===== config.mk =====
export PLATFORM = sky130hd
export DESIGN_NAME = ahb_lite_master
export DESIGN_NICKNAME = d
export VERILOG_FILES = /design/src/rtl/ahb_pkg.sv /design/src/rtl/ahb_align_chk.sv /design/src/rtl/ahb_lite_master.sv
export SDC_FILE = /design/constraint.sdc
export NUM_CORES = 1
export LEC_CHECK = 0
export ABC_AREA = 1
export BUFFER_PORTS_ARGS = -buffer_cell sky130_fd_sc_hd__buf_2
export CAP_MARGIN = 20
export CELL_PAD_IN_SITES_DETAIL_PLACEMENT = 0
export CELL_PAD_IN_SITES_GLOBAL_PLACEMENT = 1
export CORE_MARGIN = 5
export CORE_UTILIZATION = 30
export CTS_CLUSTER_SIZE = 16
export DETAILED_ROUTE_END_ITERATION = 6
export GPL_TIMING_DRIVEN = 0
export PLACE_DENSITY = 0.72
export RECOVER_POWER = 100
export SLEW_MARGIN = 0
export SYNTH_ARGS = -nofsm -noshare
export SYNTH_HDL_FRONTEND = slang
export SYNTH_HIERARCHICAL = 1
export SYNTH_SLANG_ARGS = --single-unit
export TNS_END_PERCENT = 1

===== constraint.sdc =====
create_clock -name HCLK -period 5.3 [get_ports HCLK]
set_input_delay 0.265 -clock HCLK [delete_from_list [all_inputs] [get_ports HCLK]]
set_output_delay 0.265 -clock HCLK [all_outputs]
set_load 0.01 [all_outputs]

===== src/rtl/ahb_pkg.sv =====
// Shared AHB-Lite encodings for the bus initiator.
// Contents: HTRANS / HSIZE / HBURST / HRESP codes and the initiator FSM
// state encoding. There are no ports; files that need these names import
// the package.
package ahb_pkg;

    // HTRANS transfer types
    localparam logic [1:0] HTRANS_IDLE   = 2'b00;
    localparam logic [1:0] HTRANS_BUSY   = 2'b01;
    localparam logic [1:0] HTRANS_NONSEQ = 2'b10;
    localparam logic [1:0] HTRANS_SEQ    = 2'b11;

    // HSIZE transfer widths
    localparam logic [2:0] HSIZE_BYTE = 3'b000;
    localparam logic [2:0] HSIZE_HALF = 3'b001;
    localparam logic [2:0] HSIZE_WORD = 3'b010;

    // HBURST / HRESP
    localparam logic [2:0] HBURST_SINGLE = 3'b000;
    localparam logic       HRESP_OKAY    = 1'b0;
    localparam logic       HRESP_ERROR   = 1'b1;

    // Initiator FSM states
    typedef logic [1:0] state_t;
    localparam state_t ST_IDLE = 2'd0;
    localparam state_t ST_ADDR = 2'd1;
    localparam state_t ST_DATA = 2'd2;

endpackage


===== src/rtl/ahb_align_chk.sv =====
// Combinational legality check for a command's size and alignment.
// Ports:
//   addr_lo_i  in  2  low two address bits
//   size_i     in  3  HSIZE encoding
//   legal_o    out 1  1 when the size is byte/half/word and the address is
//                     naturally aligned for that size
module ahb_align_chk (
    input  logic [1:0] addr_lo_i,
    input  logic [2:0] size_i,
    output logic       legal_o
);
    import ahb_pkg::*;

    always_comb begin
        case (size_i)
            HSIZE_BYTE: legal_o = 1'b1;
            HSIZE_HALF: legal_o = ~addr_lo_i[0];
            HSIZE_WORD: legal_o = (addr_lo_i == 2'b00);
            default:    legal_o = 1'b0;
        endcase
    end

endmodule


===== src/rtl/ahb_lite_master.sv =====
// Single-outstanding AHB-Lite initiator. A valid/ready command becomes one
// NONSEQ SINGLE transfer; the slave's reply comes back as a one-cycle
// registered response pulse.
// Ports:
//   HCLK, HRESET                 clock, asynchronous active-high reset
//   cmd_valid/cmd_ready          command handshake (accepted when both high)
//   cmd_write/addr/size/wdata    command contents (wdata already lane-placed)
//   rsp_valid/rsp_rdata/rsp_err  response pulse, read data, error flag
//   HADDR..HWDATA                registered AHB-Lite master outputs
//   HRDATA, HREADY, HRESP        AHB-Lite slave-side inputs (from the mux)
module ahb_lite_master #(
    parameter int         ADDR_W    = 32,
    parameter logic [3:0] HPROT_VAL = 4'b0011
) (
    input  logic              HCLK,
    input  logic              HRESET,
    input  logic              cmd_valid,
    output logic              cmd_ready,
    input  logic              cmd_write,
    input  logic [ADDR_W-1:0] cmd_addr,
    input  logic [2:0]        cmd_size,
    input  logic [31:0]       cmd_wdata,
    output logic              rsp_valid,
    output logic [31:0]       rsp_rdata,
    output logic              rsp_err,
    output logic [ADDR_W-1:0] HADDR,
    output logic [1:0]        HTRANS,
    output logic              HWRITE,
    output logic [2:0]        HSIZE,
    output logic [2:0]        HBURST,
    output logic [3:0]        HPROT,
    output logic              HMASTLOCK,
    output logic [31:0]       HWDATA,
    input  logic [31:0]       HRDATA,
    input  logic              HREADY,
    input  logic              HRESP
);
    import ahb_pkg::*;

    state_t              state_q, state_d;
    logic [ADDR_W-1:0]   haddr_q, haddr_d;
    logic [1:0]          htrans_q, htrans_d;
    logic                hwrite_q, hwrite_d;
    logic [2:0]          hsize_q, hsize_d;
    logic [31:0]         hwdata_q, hwdata_d;
    logic [31:0]         wdata_q, wdata_d;
    logic                ready_q, ready_d;
    logic                rsp_valid_q, rsp_valid_d;
    logic [31:0]         rsp_rdata_q, rsp_rdata_d;
    logic                rsp_err_q, rsp_err_d;
    logic                cmd_legal;

    ahb_align_chk u_align_chk (
        .addr_lo_i (cmd_addr[1:0]),
        .size_i    (cmd_size),
        .legal_o   (cmd_legal)
    );

    always_comb begin
        state_d     = state_q;
        haddr_d     = haddr_q;
        htrans_d    = htrans_q;
        hwrite_d    = hwrite_q;
        hsize_d     = hsize_q;
        hwdata_d    = hwdata_q;
        wdata_d     = wdata_q;
        ready_d     = ready_q;
        rsp_valid_d = 1'b0;
        rsp_rdata_d = rsp_rdata_q;
        rsp_err_d   = rsp_err_q;

        case (state_q)
            ST_IDLE: begin
                if (cmd_valid && ready_q) begin
                    if (cmd_legal) begin
                        htrans_d = HTRANS_NONSEQ;
                        haddr_d  = cmd_addr;
                        hwrite_d = cmd_write;
                        hsize_d  = cmd_size;
                        wdata_d  = cmd_wdata;
                        ready_d  = 1'b0;
                        state_d  = ST_ADDR;
                    end else begin
                        // Rejected locally: answer with an error and never
                        // touch the bus.
                        rsp_valid_d = 1'b1;
                        rsp_err_d   = 1'b1;
                        rsp_rdata_d = 32'h0;
                    end
                end
            end
            ST_ADDR: begin
                if (HREADY) begin
                    htrans_d = HTRANS_IDLE;
                    hwdata_d = hwrite_q ? wdata_q : 32'h0;
                    state_d  = ST_DATA;
                end
            end
            ST_DATA: begin
                // The first ERROR cycle (HRESP=1, HREADY=0) needs no action
                // because HTRANS already went IDLE after the address phase.
                if (HREADY) begin
                    rsp_valid_d = 1'b1;
                    rsp_err_d   = HRESP;
                    rsp_rdata_d = (!hwrite_q && (HRESP == HRESP_OKAY)) ? HRDATA : 32'h0;
                    // Park write data at zero between transfers.
                    hwdata_d    = 32'h0;
                    ready_d     = 1'b1;
                    state_d     = ST_IDLE;
                end
            end
            default: begin
                htrans_d = HTRANS_IDLE;
                ready_d  = 1'b1;
                state_d  = ST_IDLE;
            end
        endcase
    end

    always_ff @(posedge HCLK or posedge HRESET) begin
        if (HRESET) begin
            state_q     <= ST_IDLE;
            haddr_q     <= '0;
            htrans_q    <= HTRANS_IDLE;
            hwrite_q    <= 1'b0;
            hsize_q     <= HSIZE_BYTE;
            hwdata_q    <= 32'h0;
            wdata_q     <= 32'h0;
            ready_q     <= 1'b1;
            rsp_valid_q <= 1'b0;
            rsp_rdata_q <= 32'h0;
            rsp_err_q   <= 1'b0;
        end else begin
            state_q     <= state_d;
            haddr_q     <= haddr_d;
            htrans_q    <= htrans_d;
            hwrite_q    <= hwrite_d;
            hsize_q     <= hsize_d;
            hwdata_q    <= hwdata_d;
            wdata_q     <= wdata_d;
            ready_q     <= ready_d;
            rsp_valid_q <= rsp_valid_d;
            rsp_rdata_q <= rsp_rdata_d;
            rsp_err_q   <= rsp_err_d;
        end
    end

    assign cmd_ready = ready_q;
    assign rsp_valid = rsp_valid_q;
    assign rsp_rdata = rsp_rdata_q;
    assign rsp_err   = rsp_err_q;
    assign HADDR     = haddr_q;
    assign HTRANS    = htrans_q;
    assign HWRITE    = hwrite_q;
    assign HSIZE     = hsize_q;
    assign HWDATA    = hwdata_q;
    assign HBURST    = HBURST_SINGLE;
    assign HPROT     = HPROT_VAL;
    assign HMASTLOCK = 1'b0;

endmodule


==> out/metrics.cfg, run 1 <==
[clocking]
htree_levels = 4
cts_setup_buffers = 0
path_clk_slew_ps = 60
cts_buffers = 17
cts_num_sinks = 138
cts_root_buffer = clkbuf_16
tritoncts = built
clock_path_buffers = 2
ctsHoldBuffers = 1
insertion_delay_ps = 410
cts-resized-gates = 0

[grt]
grt_pass1_vias = 5020
grt_pass1_wl_um = 26200
overflow = 0
grt_antenna_before_repair = 5
grtUsageTotal_pct = 15.1
grt_max_degree = 85

[worst_setup_path]
critPathLaunchType = input pin
end_kind = async pin
path_buf_inv = 4
critPathSlowestCell = clkinvlp_2
path_class = in2async
cp_max_fo = 84
crit_family = buffers and inverters
required_ps = 5830
rrSetupSlack_ps = 3250
timing.rr.end = HWDATA[19]
arrival_ps = 2890
worstPathCellList = dlygate4sd3_1 > buf_2 > clkinvlp_2 > buf_16
max_stage_delay_ps = 1470
reg2reg_from = state_q[1]
rr_worst_depth = 8

[yosys]
ys_seq_area_share_pct = 61.6
synth-simple-area-share_pct = 22.2
yosys_warnings = 6
synthMuxAreaShare_pct = 0
synth_cell_types = 19
synth-xor-area-share_pct = 0
synth_top_area_share_pct = 61.2
avgSynthCellArea_um2 = 8.94
synth-seq-cells = 138
synthAdderAreaFrac_pct = 0
syn_inst = 627
synth_compound_area_share_pct = 6.45
netlist_area_mm2 = 0.00560
synth_area_leaders = dfrtp_1 61%, nand2_1 12%, nand3_1 9.0%
synth_top_cell_by_area = dfrtp_1
synth_top_family_by_area = simple AND/OR/NAND/NOR gates

[timing]
slew_viol_final = 55
finClkSkew_ps = 10.8
slew_headroom_pct = -74.2
finalCritPeriodShare_pct = 44.6
fin_crit_ps = 2360
hold_viol = 0
setup_viol = 0
setup_slack_ps = 2940
tns_ps = 0
tightestPinTransition_ps = 2600
rsz0062_at_grt = false
max_freq_mhz = 424

[hold_path]
timing.hold.worst.start = HRDATA[5]
holdPathStages = 3
min_to = rsp_rdata[5]
hold_class = in2reg

[cells_and_area]
drive_gt1_share_pct = 18.5
nets = 968
area_growth_pct = 33.3
fin_area_mm2 = 0.00747
num_antenna_cells = 0
n_fill_cell = 2011
utilization_pct = 40.4

[power]
powerDensity_mw_per_mm2 = 323
power.total_mw = 2.41
ir_worst_vdd_mv = 0.217
p_leak_nw = 4.11

[detailed_routing]
ant_nets = 0
route.vias.total = 4874
wire_per_inst_um = 14.4
dr.pass1.iters = 4
drtIter0Drc = 171
drc = 0
drt-total-wl_um = 16000
via_per_inst = 4.39

[floorplan]
io_pins = 218
die_h_um = 147
core_mm2 = 0.0185
rows = 50
dieArea_mm2 = 0.0215
initial_core_util_pct = 30.3
die_w_um = 147

[job]
cap_violations = 1

[place]
place.detailed.hpwl_um = 11500
post_dp_cell_area_mm2 = 0.00700
gp_congestion = 0.786
post-place-ws_ps = 3450
portBuffers = 208

[outcome]
violations = capacitance limit, slew limit
status = finished, violations left

## cells in the mapped netlist (all sizes together)
| master | instances |
|---|---|
| buf | 34 |
| dfstp | 1 |
| o21bai | 1 |
| conb | 2 |
| nand3 | 101 |
| a21oi | 2 |
| dfrtp | 137 |
| inv | 78 |
| nor2 | 7 |
| o21ai | 68 |
| clkbuf | 11 |
| nand2 | 185 |
## cells by family after synthesis
| family | count (synthesis) |
|---|---|
| compound gates | 71 |
| other cells | 2 |
| buf+inv | 123 |
| simple gates | 293 |
| flops | 138 |
## power breakdown
part / total, mW / internal (mW) / switching, mW
sequential: 1.05 / 1.05 / 0
clock: 1.28 / 0.825 / 0.452
combinational: 0.0834 / 0.0383 / 0.0451
## state kept, by name, summed over array words and instances, names as in the netlist
signal,cells
HWDATA,32
HTRANS,1
HSIZE,3
rsp_rdata,32
HWRITE,1
state_q,2
wdata_q,32
HADDR,32
rsp_err,1
cmd_ready,1
rsp_valid,1
## layout by cell type, fill, tap and decap left out, types with 3 or more instances in the layout
cell type,n
bufinv_16,4
clkbuf_16,17
nand2_1,185
clkinv_2,3
conb_1,9
buf_4,9
clkbuf_8,3
nor2_1,6
nand3_1,101
dfrtp_1,137
buf_2,118
inv_1,76
clkbuf_1,127
o21ai_0,68
## final cells by class
type	count	area, µm²	share of cell area (%)
Clock inverter	11	168	2.24
Sequential cell	138	3450	46.2
Clock buffer	21	470	6.30
Tap cell	234	293	3.92
Buffer	45	220	2.95
Multi-Input combinational cell	373	1620	21.7
Inverter	78	294	3.94
Timing Repair Buffer	210	948	12.7
## worst reg2reg max path, cell delays in order, from the launching register on
cell and delay [ps]:
dfrtp_1 430, clkinv_1 100, nor2_1 240, nand2_1 270, nand2_1 280, inv_1 160
clkbuf_1 280, nand2_1 130, nand2_1 60
## metrics by stage
stage	hold WS, ps	std cells
2_1_floorplan	398	634
3_3_place_gp	458	1076
3_5_place_dp	367	1077
4_1_cts	56.8	1110
5_1_grt	72.5	1110
6_report	84.7	1110
## per-layer routing
metal | track usage (%) | vias up | wire length (µm)
met1 | 19.4 | 2246 | 7020
met3 | 5.77 | 20 | 1450
li1 | - | 2433 | -
met2 | 23.8 | 165 | 7260
met5 | 0 | - | 56
met4 | 4.66 | 10 | 170
## worst max path at each step
stage	endpoint	startpoint	cells after the start
after global routing	wdata_q[1]	HRESET	4
final	HWDATA[7]	HRESET	4
after global placement	HADDR[2]	HRESET	2
after CTS	wdata_q[5]	state_q[0]	5
after floorplan	HADDR[0]	HRESET	1
after detailed placement	rsp_rdata[17]	cmd_addr[1]	9
Power figures use the tool's default switching activity.
==> run 2, diff against run 1 <==
--- a/config.mk
+++ b/config.mk
@@ -15,7 +15,7 @@
 export CTS_CLUSTER_SIZE = 16
 export DETAILED_ROUTE_END_ITERATION = 6
 export GPL_TIMING_DRIVEN = 0
-export PLACE_DENSITY = 0.72
+export PLACE_DENSITY = 0.75
 export RECOVER_POWER = 100
 export SLEW_MARGIN = 0
 export SYNTH_ARGS = -nofsm -noshare
==> constraint.sdc (replaced) <==
create_clock -name HCLK -period 1.9 [get_ports HCLK]
set_input_delay 0.095 -clock HCLK [delete_from_list [all_inputs] [get_ports HCLK]]
set_output_delay 0.095 -clock HCLK [all_outputs]
set_load 0.01 [all_outputs]
==> run 2 against run 1 <==
  * The run now ends clean
  * Cell area up 15%
  * Die area unchanged
  * Flip-flop and latch count unchanged
  * Final cell count up 9.4%
  * Via count up 6.9%
  * Worst setup slack worse by 2800 ps
  * Critical path depth up 7
  * Worst hold slack better by 12 ps
  * Global-route usage up 1.3 points
  * First-iteration DRC count up 13%
  * Combinational power rose to 4.9 times the previous value
  * Clock-buffer cell count down 1
==> out/metrics.cfg, run 2 (synthesis results as in run 1) <==
[grt]
grt_max_degree = 41  ; was 85
overflow = 0  ; unchanged
grt_pass1_wl_um = 28700  ; was 26200 µm
grtUsageTotal_pct = 16.4  ; was 15.1%
grt_pass1_vias = 5670  ; was 5020
grt_antenna_before_repair = 0  ; was 5

[clocking]
cts_root_buffer = clkbuf_16  ; unchanged
cts_num_sinks = 138  ; unchanged
htree_levels = 4  ; unchanged
path_clk_slew_ps = 60  ; about the same
tritoncts = built  ; unchanged
clock_path_buffers = 2  ; unchanged
insertion_delay_ps = 410  ; about the same
cts_buffers = 17  ; unchanged
cts_setup_buffers = 0  ; unchanged

[timing]
setup_slack_ps = 188  ; was 2940 ps
slew_viol_final = 0  ; was 55
max_freq_mhz = 584
fin_crit_ps = 1710
tns_ps = 0  ; unchanged
setup_viol = 0  ; unchanged
finalCritPeriodShare_pct = 90.1
hold_viol = 0  ; unchanged
tightestPinTransition_ps = 1310  ; was 2600 ps
slew_headroom_pct = 12.0  ; was -74.2%
finClkSkew_ps = 6.33  ; was 10.8 ps
rsz0062_at_grt = false  ; unchanged

[worst_setup_path]
required_ps = 2200  ; was 5830 ps
arrival_ps = 2010  ; was 2890 ps
path_class = in2reg  ; was in2async
rr_worst_depth = 7  ; was 8
cp_max_fo = 10  ; was 84
end_kind = register  ; was async pin
critPathLaunchType = input pin  ; unchanged

[floorplan]
io_pins = 218  ; unchanged
die_h_um = 147  ; unchanged
dieArea_mm2 = 0.0215  ; unchanged
initial_core_util_pct = 30.3  ; unchanged
die_w_um = 147  ; unchanged
rows = 50  ; unchanged
core_mm2 = 0.0185  ; unchanged

[detailed_routing]
drc = 0  ; unchanged
dr.pass1.iters = 4  ; unchanged
wire_per_inst_um = 14.2  ; was 14.4 µm
drtIter0Drc = 194  ; was 171
ant_nets = 0  ; unchanged
drt-total-wl_um = 17200  ; was 16000 µm
via_per_inst = 4.29  ; was 4.39
route.vias.total = 5210  ; was 4874

[job]
cap_violations = 0  ; was 1

[hold_path]
hold_class = in2reg  ; unchanged
holdPathStages = 6  ; was 3

[place]
gp_congestion = 0.779  ; was 0.786
portBuffers = 208  ; unchanged
post_dp_cell_area_mm2 = 0.00703  ; was 0.00700 mm²
post-place-ws_ps = 170  ; was 3450 ps
place.detailed.hpwl_um = 11700  ; was 11500 µm
dp_cells = 1079  ; was 1077

[cells_and_area]
fin_area_mm2 = 0.00860  ; was 0.00747 mm²
drive_gt1_share_pct = 18.7  ; was 18.5%
area_growth_pct = 53.4  ; was 33.3%
final_cell_mix = 183 x nand2_1, 137 x dfrtp_1, 118 x buf_2  ; was 185 x nand2_1, 137 x dfrtp_1, 127 x clkbuf_1
n_fill_cell = 1863  ; was 2011
nets = 1072  ; was 968
finalNonFillerCells = 1214  ; was 1110
num_antenna_cells = 0  ; unchanged
final_common_cell = nand2_1  ; unchanged

[power]
ir_worst_vdd_mv = 0.631  ; was 0.217 mV
power.total_mw = 7.11  ; was 2.41 mW
powerDensity_mw_per_mm2 = 827  ; was 323 mW/mm²
p_leak_nw = 4.61  ; was 4.11 nW

[outcome]
status = completed  ; was finished, violations left

==> run 2: layer usage <==
| layer | GRT usage [%] | routed length [µm] |
|---|---|---|
| met1 | 20.0 | 7660 |
| met4 | 4.00 | 245 |
| met5 | 0 | 0 |
| met2 | 28.0 | 8190 |
| met3 | 5.74 | 1120 |
==> run 2: final cells by class <==
class	instances	area, µm²	share of cell area (%)
clock buffers	20	467	5.43
clock inverters	12	210	2.45
plain buffers	45	243	2.82
flip-flops and latches	138	3450	40.2
well taps	234	293	3.41
repair buffers	314	2000	23.3
inverters	78	294	3.42
multi-input cells	373	1630	19.0
==> run 2: repair_timing <==
item,in CTS,in global routing
hold buffers,103,0
gates resized for setup,0,7
endpoints found under the setup margin,0,21
endpoints found under the hold margin,128,0
==> run 2: critical path, cell delays in order <==
cell and delay (ps):
dlygate4sd3_1 530, clkbuf_1 110, nor2_1 110, nand2_1 70
a21oi_2 210, inv_1 110, nand3_2 170, nand2_1 200
buf_2 250, nand3_1 90, nand2_1 50
==> run 2: metrics by stage <==
step | util, % | hold WS (ps)
3_3_place_gp | 37.6 | 322
4_1_cts | 47.2 | 73.2
2_1_floorplan | - | 228
3_5_place_dp | 38.0 | 231
6_report | 46.4 | 96.3
5_1_grt | 46.4 | 134
==> run 2: path summary, 6_finish.rpt <==
path / startpoint / end / slack, ps
worst max-delay path: cmd_addr[1] / rsp_rdata[0] / 190
worst min-delay path: cmd_valid / cmd_ready / 100
worst max register to register: cmd_ready / rsp_rdata[0] / 210
worst min register to register: HWDATA[18] / HWDATA[18] / 480
max in group asynchronous: HRESET / cmd_ready / 320
min in group asynchronous: HRESET / HADDR[18] / 520
==> run 2: report_power, final <==
| group | total, mW | internal (mW) | leakage [nW] | switching [mW] |
|---|---|---|---|---|
| logic | 0.408 | 0.249 | 2.36 | 0.158 |
| clock network | 3.76 | 2.46 | 0.328 | 1.30 |
| registers | 2.94 | 2.94 | 1.92 | 0 |
